==> src/rtl/ahb_mbox_ctrl.sv <==
// Mailbox handshake controller: two one-way channels (CH0 A->B, CH1 B->A)
// with POST/ACK/CLR sequencing, per-message timeout and agent interrupts.
module ahb_mbox_ctrl #(
   parameter int ADDR_WIDTH = 32,
   parameter int DATA_WIDTH = 32,
   parameter int TMO_W      = 16
) (
   input  logic                  hclk,
   input  logic                  hresetn,
   input  logic                  hsel,
   input  logic [ADDR_WIDTH-1:0] haddr,
   input  logic [1:0]            htrans,
   input  logic                  hwrite,
   input  logic [DATA_WIDTH-1:0] hwdata,
   output logic [1:0]            hresp,
   output logic                  hready,
   output logic [DATA_WIDTH-1:0] hrdata,
   output logic                  intr_a,
   output logic                  intr_b
);

   typedef enum logic [1:0] {
      ST_IDLE  = 2'd0,
      ST_FULL  = 2'd1,
      ST_ACKED = 2'd2
   } ch_state_t;

   // Register offset within one channel's 16-byte window
   function automatic logic [7:0] ch_addr(input logic ch, input logic [3:0] off);
      return {3'b000, ch, off};
   endfunction

   function automatic logic [DATA_WIDTH-1:0] stat_word(
      input logic rx, input logic full, input logic ack, input logic err,
      input logic tmo, input logic [14:0] size, input logic [7:0] id);
      return DATA_WIDTH'({rx, full, ack, err, tmo, 4'b0000, size, id});
   endfunction

   logic                  r_wr_en;
   logic [7:0]            r_waddr;
   logic [DATA_WIDTH-1:0] r_hrdata;
   logic                  r_intr_a;
   logic                  r_intr_b;
   logic [TMO_W-1:0]      r_lim;

   ch_state_t        r_state     [2];
   ch_state_t        w_state_nxt [2];
   logic [1:0]       r_rx, r_ack, r_err, r_tmo;
   logic [1:0]       w_rx_nxt, w_ack_nxt, w_err_nxt, w_tmo_nxt;
   logic [14:0]      r_size      [2];
   logic [14:0]      w_size_nxt  [2];
   logic [7:0]       r_id        [2];
   logic [7:0]       w_id_nxt    [2];
   logic [TMO_W-1:0] r_cnt       [2];
   logic [TMO_W-1:0] w_cnt_nxt   [2];
   logic [TMO_W:0]   w_cnt_p1    [2];
   logic [1:0]       w_post, w_ack, w_clr, w_clr0, w_fire, w_err_set;

   logic                  w_rd_valid;
   logic                  w_wr_valid;
   logic                  w_lim_wr;
   logic [DATA_WIDTH-1:0] w_rdata;
   logic                  w_unused;

   assign w_rd_valid = hsel & htrans[1] & ~hwrite;
   assign w_wr_valid = hsel & htrans[1] & hwrite;
   assign w_lim_wr   = r_wr_en && (r_waddr == 8'h20);
   assign w_unused   = ^{haddr, htrans[0], hwdata};

   assign hresp  = 2'b00;
   assign hready = 1'b1;
   assign hrdata = r_hrdata;
   assign intr_a = r_intr_a;
   assign intr_b = r_intr_b;

   // Read mux, decoded from the address phase
   always_comb begin
      w_rdata = {DATA_WIDTH{1'b0}};
      case (haddr[7:0])
         8'h04:   w_rdata = stat_word(r_rx[0], r_state[0] == ST_FULL, r_ack[0],
                                      r_err[0], r_tmo[0], r_size[0], r_id[0]);
         8'h14:   w_rdata = stat_word(r_rx[1], r_state[1] == ST_FULL, r_ack[1],
                                      r_err[1], r_tmo[1], r_size[1], r_id[1]);
         8'h20:   w_rdata = DATA_WIDTH'(r_lim);
         default: w_rdata = {DATA_WIDTH{1'b0}};
      endcase
   end

   // Channel next-state, flags, descriptor and timeout counter
   always_comb begin
      for (int c = 0; c < 2; c++) begin
         w_state_nxt[c] = r_state[c];
         w_rx_nxt[c]    = r_rx[c];
         w_ack_nxt[c]   = r_ack[c];
         w_size_nxt[c]  = r_size[c];
         w_id_nxt[c]    = r_id[c];
         w_post[c]      = r_wr_en && (r_waddr == ch_addr(c[0], 4'h0));
         w_ack[c]       = r_wr_en && (r_waddr == ch_addr(c[0], 4'h8));
         w_clr[c]       = r_wr_en && (r_waddr == ch_addr(c[0], 4'hC));
         w_clr0[c]      = w_clr[c] && hwdata[0];
         w_cnt_p1[c]    = {1'b0, r_cnt[c]} + {{TMO_W{1'b0}}, 1'b1};
         // ACK written in the would-be firing cycle pre-empts the timeout
         w_fire[c]      = (r_state[c] == ST_FULL) && (r_lim != {TMO_W{1'b0}}) &&
                          (w_cnt_p1[c] >= {1'b0, r_lim}) && !w_ack[c];
         w_err_set[c]   = (w_post[c] && (r_state[c] != ST_IDLE)) ||
                          (w_ack[c]  && (r_state[c] != ST_FULL)) ||
                          (w_clr0[c] && (r_state[c] == ST_FULL));
         if ((r_state[c] == ST_FULL) && (r_lim != {TMO_W{1'b0}}) &&
             (r_cnt[c] != {TMO_W{1'b1}})) begin
            w_cnt_nxt[c] = w_cnt_p1[c][TMO_W-1:0];
         end else begin
            w_cnt_nxt[c] = r_cnt[c];
         end
         case (r_state[c])
            ST_IDLE: begin
               if (w_post[c]) begin
                  w_state_nxt[c] = ST_FULL;
                  w_size_nxt[c]  = hwdata[22:8];
                  w_id_nxt[c]    = hwdata[7:0];
                  w_rx_nxt[c]    = 1'b1;
                  w_cnt_nxt[c]   = {TMO_W{1'b0}};
               end else if (w_clr0[c]) begin
                  w_ack_nxt[c]   = 1'b0;
               end else begin
                  w_state_nxt[c] = ST_IDLE;
               end
            end
            ST_FULL: begin
               if (w_ack[c]) begin
                  w_state_nxt[c] = ST_ACKED;
                  w_rx_nxt[c]    = 1'b0;
                  w_ack_nxt[c]   = 1'b1;
               end else if (w_fire[c]) begin
                  w_state_nxt[c] = ST_IDLE;
                  w_rx_nxt[c]    = 1'b0;
                  w_ack_nxt[c]   = 1'b1;
               end else begin
                  w_state_nxt[c] = ST_FULL;
               end
            end
            ST_ACKED: begin
               if (w_clr0[c]) begin
                  w_state_nxt[c] = ST_IDLE;
                  w_ack_nxt[c]   = 1'b0;
               end else begin
                  w_state_nxt[c] = ST_ACKED;
               end
            end
            default: w_state_nxt[c] = ST_IDLE;
         endcase
         // Set wins over a same-cycle clear
         if (w_err_set[c]) begin
            w_err_nxt[c] = 1'b1;
         end else if (w_clr[c] && hwdata[1]) begin
            w_err_nxt[c] = 1'b0;
         end else begin
            w_err_nxt[c] = r_err[c];
         end
         if (w_fire[c]) begin
            w_tmo_nxt[c] = 1'b1;
         end else if (w_clr[c] && hwdata[2]) begin
            w_tmo_nxt[c] = 1'b0;
         end else begin
            w_tmo_nxt[c] = r_tmo[c];
         end
      end
   end

   // Bus pipeline, read data, limit register and interrupt outputs
   always_ff @(posedge hclk or negedge hresetn) begin
      if (!hresetn) begin
         r_wr_en  <= 1'b0;
         r_waddr  <= 8'h00;
         r_hrdata <= {DATA_WIDTH{1'b0}};
         r_lim    <= {TMO_W{1'b0}};
         r_intr_a <= 1'b0;
         r_intr_b <= 1'b0;
      end else begin
         r_wr_en  <= w_wr_valid;
         r_waddr  <= haddr[7:0];
         if (w_rd_valid) begin
            r_hrdata <= w_rdata;
         end
         if (w_lim_wr) begin
            r_lim <= hwdata[TMO_W-1:0];
         end
         r_intr_b <= r_rx[0] | r_ack[1];
         r_intr_a <= r_rx[1] | r_ack[0];
      end
   end

   // Channel state registers
   always_ff @(posedge hclk or negedge hresetn) begin
      if (!hresetn) begin
         r_rx  <= 2'b00;
         r_ack <= 2'b00;
         r_err <= 2'b00;
         r_tmo <= 2'b00;
         for (int c = 0; c < 2; c++) begin
            r_state[c] <= ST_IDLE;
            r_size[c]  <= 15'd0;
            r_id[c]    <= 8'd0;
            r_cnt[c]   <= {TMO_W{1'b0}};
         end
      end else begin
         r_rx  <= w_rx_nxt;
         r_ack <= w_ack_nxt;
         r_err <= w_err_nxt;
         r_tmo <= w_tmo_nxt;
         for (int c = 0; c < 2; c++) begin
            r_state[c] <= w_state_nxt[c];
            r_size[c]  <= w_size_nxt[c];
            r_id[c]    <= w_id_nxt[c];
            r_cnt[c]   <= w_cnt_nxt[c];
         end
      end
   end

endmodule

==> config.mk <==
export PLATFORM = sky130hd
export DESIGN_NAME = ahb_mbox_ctrl
export DESIGN_NICKNAME = d
export VERILOG_FILES = /design/src/rtl/ahb_mbox_ctrl.sv
export SDC_FILE = /design/constraint.sdc
export NUM_CORES = 1
export LEC_CHECK = 0
export CORE_UTILIZATION = 57
export CTS_BUF_LIST = sky130_fd_sc_hd__clkbuf_4
export DETAILED_ROUTE_END_ITERATION = 10
export PLACE_DENSITY = 0.8
export SETUP_SLACK_MARGIN = 0.05
export SKIP_CTS_REPAIR_TIMING = 1
export SLEW_MARGIN = 10
export SYNTH_ARGS = -nofsm -noshare
export SYNTH_HDL_FRONTEND = slang
export SYNTH_SLANG_ARGS = --single-unit
==> constraint.sdc <==
create_clock -name hclk -period 3.4 [get_ports hclk]
set_input_delay 0.68 -clock hclk [delete_from_list [all_inputs] [get_ports hclk]]
set_output_delay 0.68 -clock hclk [all_outputs]
set_load 0.03 [all_outputs]
==> metrics.yaml <==
timing:
  tightest_slew_ns: 0.764
  fin_crit_sh_pct: 91.0
  timing.fmax_ghz: 0.323
  finalHoldViolCount: 0
  finalSetupViolCount: 0
  setup_tns_ns: 0
  maxSlewHeadroom_pct: 48.9
  maxSlewViolCount: 0
  rsz0062_at_grt: "false"
  setup_ws_ns: 0.306
  skew_ns: 0.0184
  finalCriticalPeriod_ns: 3.09
placed_design:
  gp_congestion: 0.876
  dp_hpwl_mm: 11.4
  postPlaceCellArea_sq_um: 8320
  preCtsSetupSlack_ns: 0.308
  port_buffers: 65
worst_setup_path:
  path_max_fanout: 5
  cp_slowest_cell: "dfrtp_1"
  start_kind: "register"
  cp-startpoint: "r_cnt[0]"
  reg2reg_slack_ns: 0.31
  worstReg2RegEnd: "r_ack[1]"
  r2r_cells: 12
  cpPeakStageDelay_ns: 0.45
  critPathBufInv: 0
  cp_data_arrival_time_ns: 3.54
  criticalPathCategory: "reg2reg"
  crit_family: "compound AO/OA/AOI/OAI gates"
  endpoint: "r_ack[1]"
  required_ns: 3.85
  crit_chain: "ha_1 -> nand3_1 -> nor3_4 -> and3_1 -> xor2_1 -> ha_1 -> a21o_1 -> nand3_1 -> a21oi_1 -> a211oi_1 -> a31oi_1 -> a221o_1"
  r2r-start: "r_cnt[0]"
  cp.depth: 12
  endpoint_kind: "register"
cells_and_area:
  nets: 888
  final_common_cell: "dfrtp_1"
  n_fill_cell: 950
  areaGrowthSynthToFinish_pct: 14.7
  insertedDiodeCount: 0
  fin_area_sq_um: 8640
  drive_above_1_share_pct: 7.79
  final_cell_mix: "dfrtp_1, nand2_1, nor2_1, clkdlybuf4s50_1, mux2_1"
synthesis:
  post-synth-top-area-cell: "dfrtp_1"
  synth.distinct_cells: 54
  syn-cell-area_sq_um: 7530
  synthCells: 722
  synth-simple-area-share_pct: 15.5
  synth.avg_cell_area_sq_um: 10.4
  synth.area.top_cells: "dfrtp_1, mux2_1, ha_1"
  synth_xor_area_share_pct: 6.75
  synthMuxAreaShare_pct: 11.0
  synth_top_family_by_area: "simple AND/OR/NAND/NOR gates"
  synth_top_cell_area_share_pct: 48.2
  ys_seq_elements: 145
  synth_compound_area_share_pct: 9.31
  ys_seq_area_share_pct: 48.2
  yosysWarningCount: 0
  synth_adder_area_share_pct: 5.65
die:
  die_area_sq_um: 13700
  start_util_pct: 58.9
  io_pins: 107
  die_h_um: 117
  coreArea_sq_um: 12800
  fp.dieW_um: 117
  placementRows: 41
grt:
  grt.total_usage_pct: 25.9
  antenna_found_initial: 0
  grt_pass1_vias: 5479
  grt_pass1_wl_mm: 26.6
  grt_overflow_total: 0
  grt_max_degree: 83
clocking:
  cts_made_buffers: 17
  worst_skew_pair.late_latency_ns: 0.56
  h-tree-depth: 4
  clock_path_buffers: 2
  clock_tree.root_cell: "clkbuf_4"
  clock-sinks: 145
  cts_tree: "yes"
  clk_pin_slew_ns: 0.12
detailed_routing:
  wl_mm: 16.2
  post_drt_wl_per_cell_um: 16.8
  drtIter0Drc: 446
  dr_total_vias: 5478
  drc: 0
  via_per_inst: 5.66
  dr.pass1.iters: 5
  ant_nets: 0
pwr:
  peakVddDrop_mv: 0.208
  power_leakage_uw: 0.00414
  p_per_area_nw_per_um2: 358
outcome:
  status: "finished, final reports clean"
flow_run:
  maxCapViolCount: 0
hold_path:
  min_path_type: "in2async"
## cell usage after synthesis, drive strengths merged
master / count
clkbuf: 17
o2111a: 1
mux2: 47
a21oi: 21
o21a: 1
or2: 4
or3: 1
and2: 1
nand2b: 3
nand4: 14
a32oi: 1
a211oi: 4
dfrtp: 145
xnor2: 22
nor4: 6
a31oi: 4
or4: 6
o41ai: 2
ha: 34
nand2: 83
o21ai: 45
a31o: 1
nor3b: 1
o211a: 1
buf: 20
nand3b: 4
a2111oi: 1
a221o: 1
nor3: 8
nor2: 72
a22o: 1
o31ai: 15
nor2b: 9
o21bai: 1
inv: 20
mux2i: 30
nand3: 21
conb: 2
a21o: 6
xor2: 36
and3: 10
## worst min path at each step
| stage | start | endpoint | slack, ns | cells past startpoint |
|---|---|---|---|---|
| 6_report | hresetn | hrdata[20] | 0.14 | 1 |
| 5_1_grt | hresetn | hrdata[21] | 0.18 | 1 |
| 4_1_cts | hresetn | r_size[12] | 0.14 | 1 |
| 3_5_place_dp | hrdata[29] | hrdata[29] | 0.47 | 2 |
| 3_3_place_gp | hrdata[16] | hrdata[16] | 0.46 | 2 |
| 2_1_floorplan | hresetn | hrdata[0] | 0.38 | 0 |
## final cells by class
cell class / count / area [sq um] / share of cell area (%)
multi-input combinational: 525 / 3670 / 42.5
timing repair buffer: 75 / 734 / 8.50
tap: 172 / 215 / 2.49
clock inverter: 12 / 166 / 1.93
clock buffer: 19 / 143 / 1.65
inverter: 20 / 75.1 / 0.869
sequential: 145 / 3630 / 42.0
## power by group
part | switching [uW] | total, uW | internal, uW
registers | 11.2 | 1750 | 1740
logic | 98.8 | 158 | 59.7
clock network | 596 | 1180 | 587
## stage by stage
step | utilization, % | instances | power [uW] | hold WS (ns)
floorplan | - | 727 | 1840 | 0.384
global placement | 65.1 | 937 | 1930 | 0.460
detailed placement | 65.1 | 937 | 1940 | 0.469
CTS | 67.6 | 968 | 3110 | 0.145
global route | 67.6 | 968 | 3210 | 0.177
finish | 67.6 | 968 | 3090 | 0.137
## worst reg2reg max path: cells and delay by family (launching register included)
family                   cells  cell delay, ns
AO/OA/AOI/OAI                5            1.01
XOR/XNOR                     1            0.15
adder cells (fa/ha/maj)      2            0.49
flip-flops                   1            0.45
AND/OR/NAND/NOR              4            0.89
## state kept, by name, indices dropped and copies added, names as in the netlist
signal,count
intr_b,1
hrdata,28
r_state,4
r_rx,2
r_lim,16
r_size,30
r_id,16
r_waddr,8
r_err,2
r_cnt,32
r_ack,2
r_wr_en,1
r_tmo,2
intr_a,1
## kinds of logic (layout without fill, tap and decap cells)
logic type | after synthesis | after routing
DFF | 145 | 145
AOI/OAI and AO/OA | 106 | 106
and+or+nand+nor | 243 | 243
xor gates and xnor gates | 58 | 58
adders and majority gates | 34 | 34
other | 2 | 7
muxes | 77 | 77
buffers and inverters | 57 | 126
## metal layers
metal	wire (um)	part of all wire, %	track usage, %
met5	0	0	0
met2	8090	50	44.0
met4	322	2.0	10.5
met1	7100	44	32.7
met3	724	4.5	4.79
(Power assumes the default switching activity.)
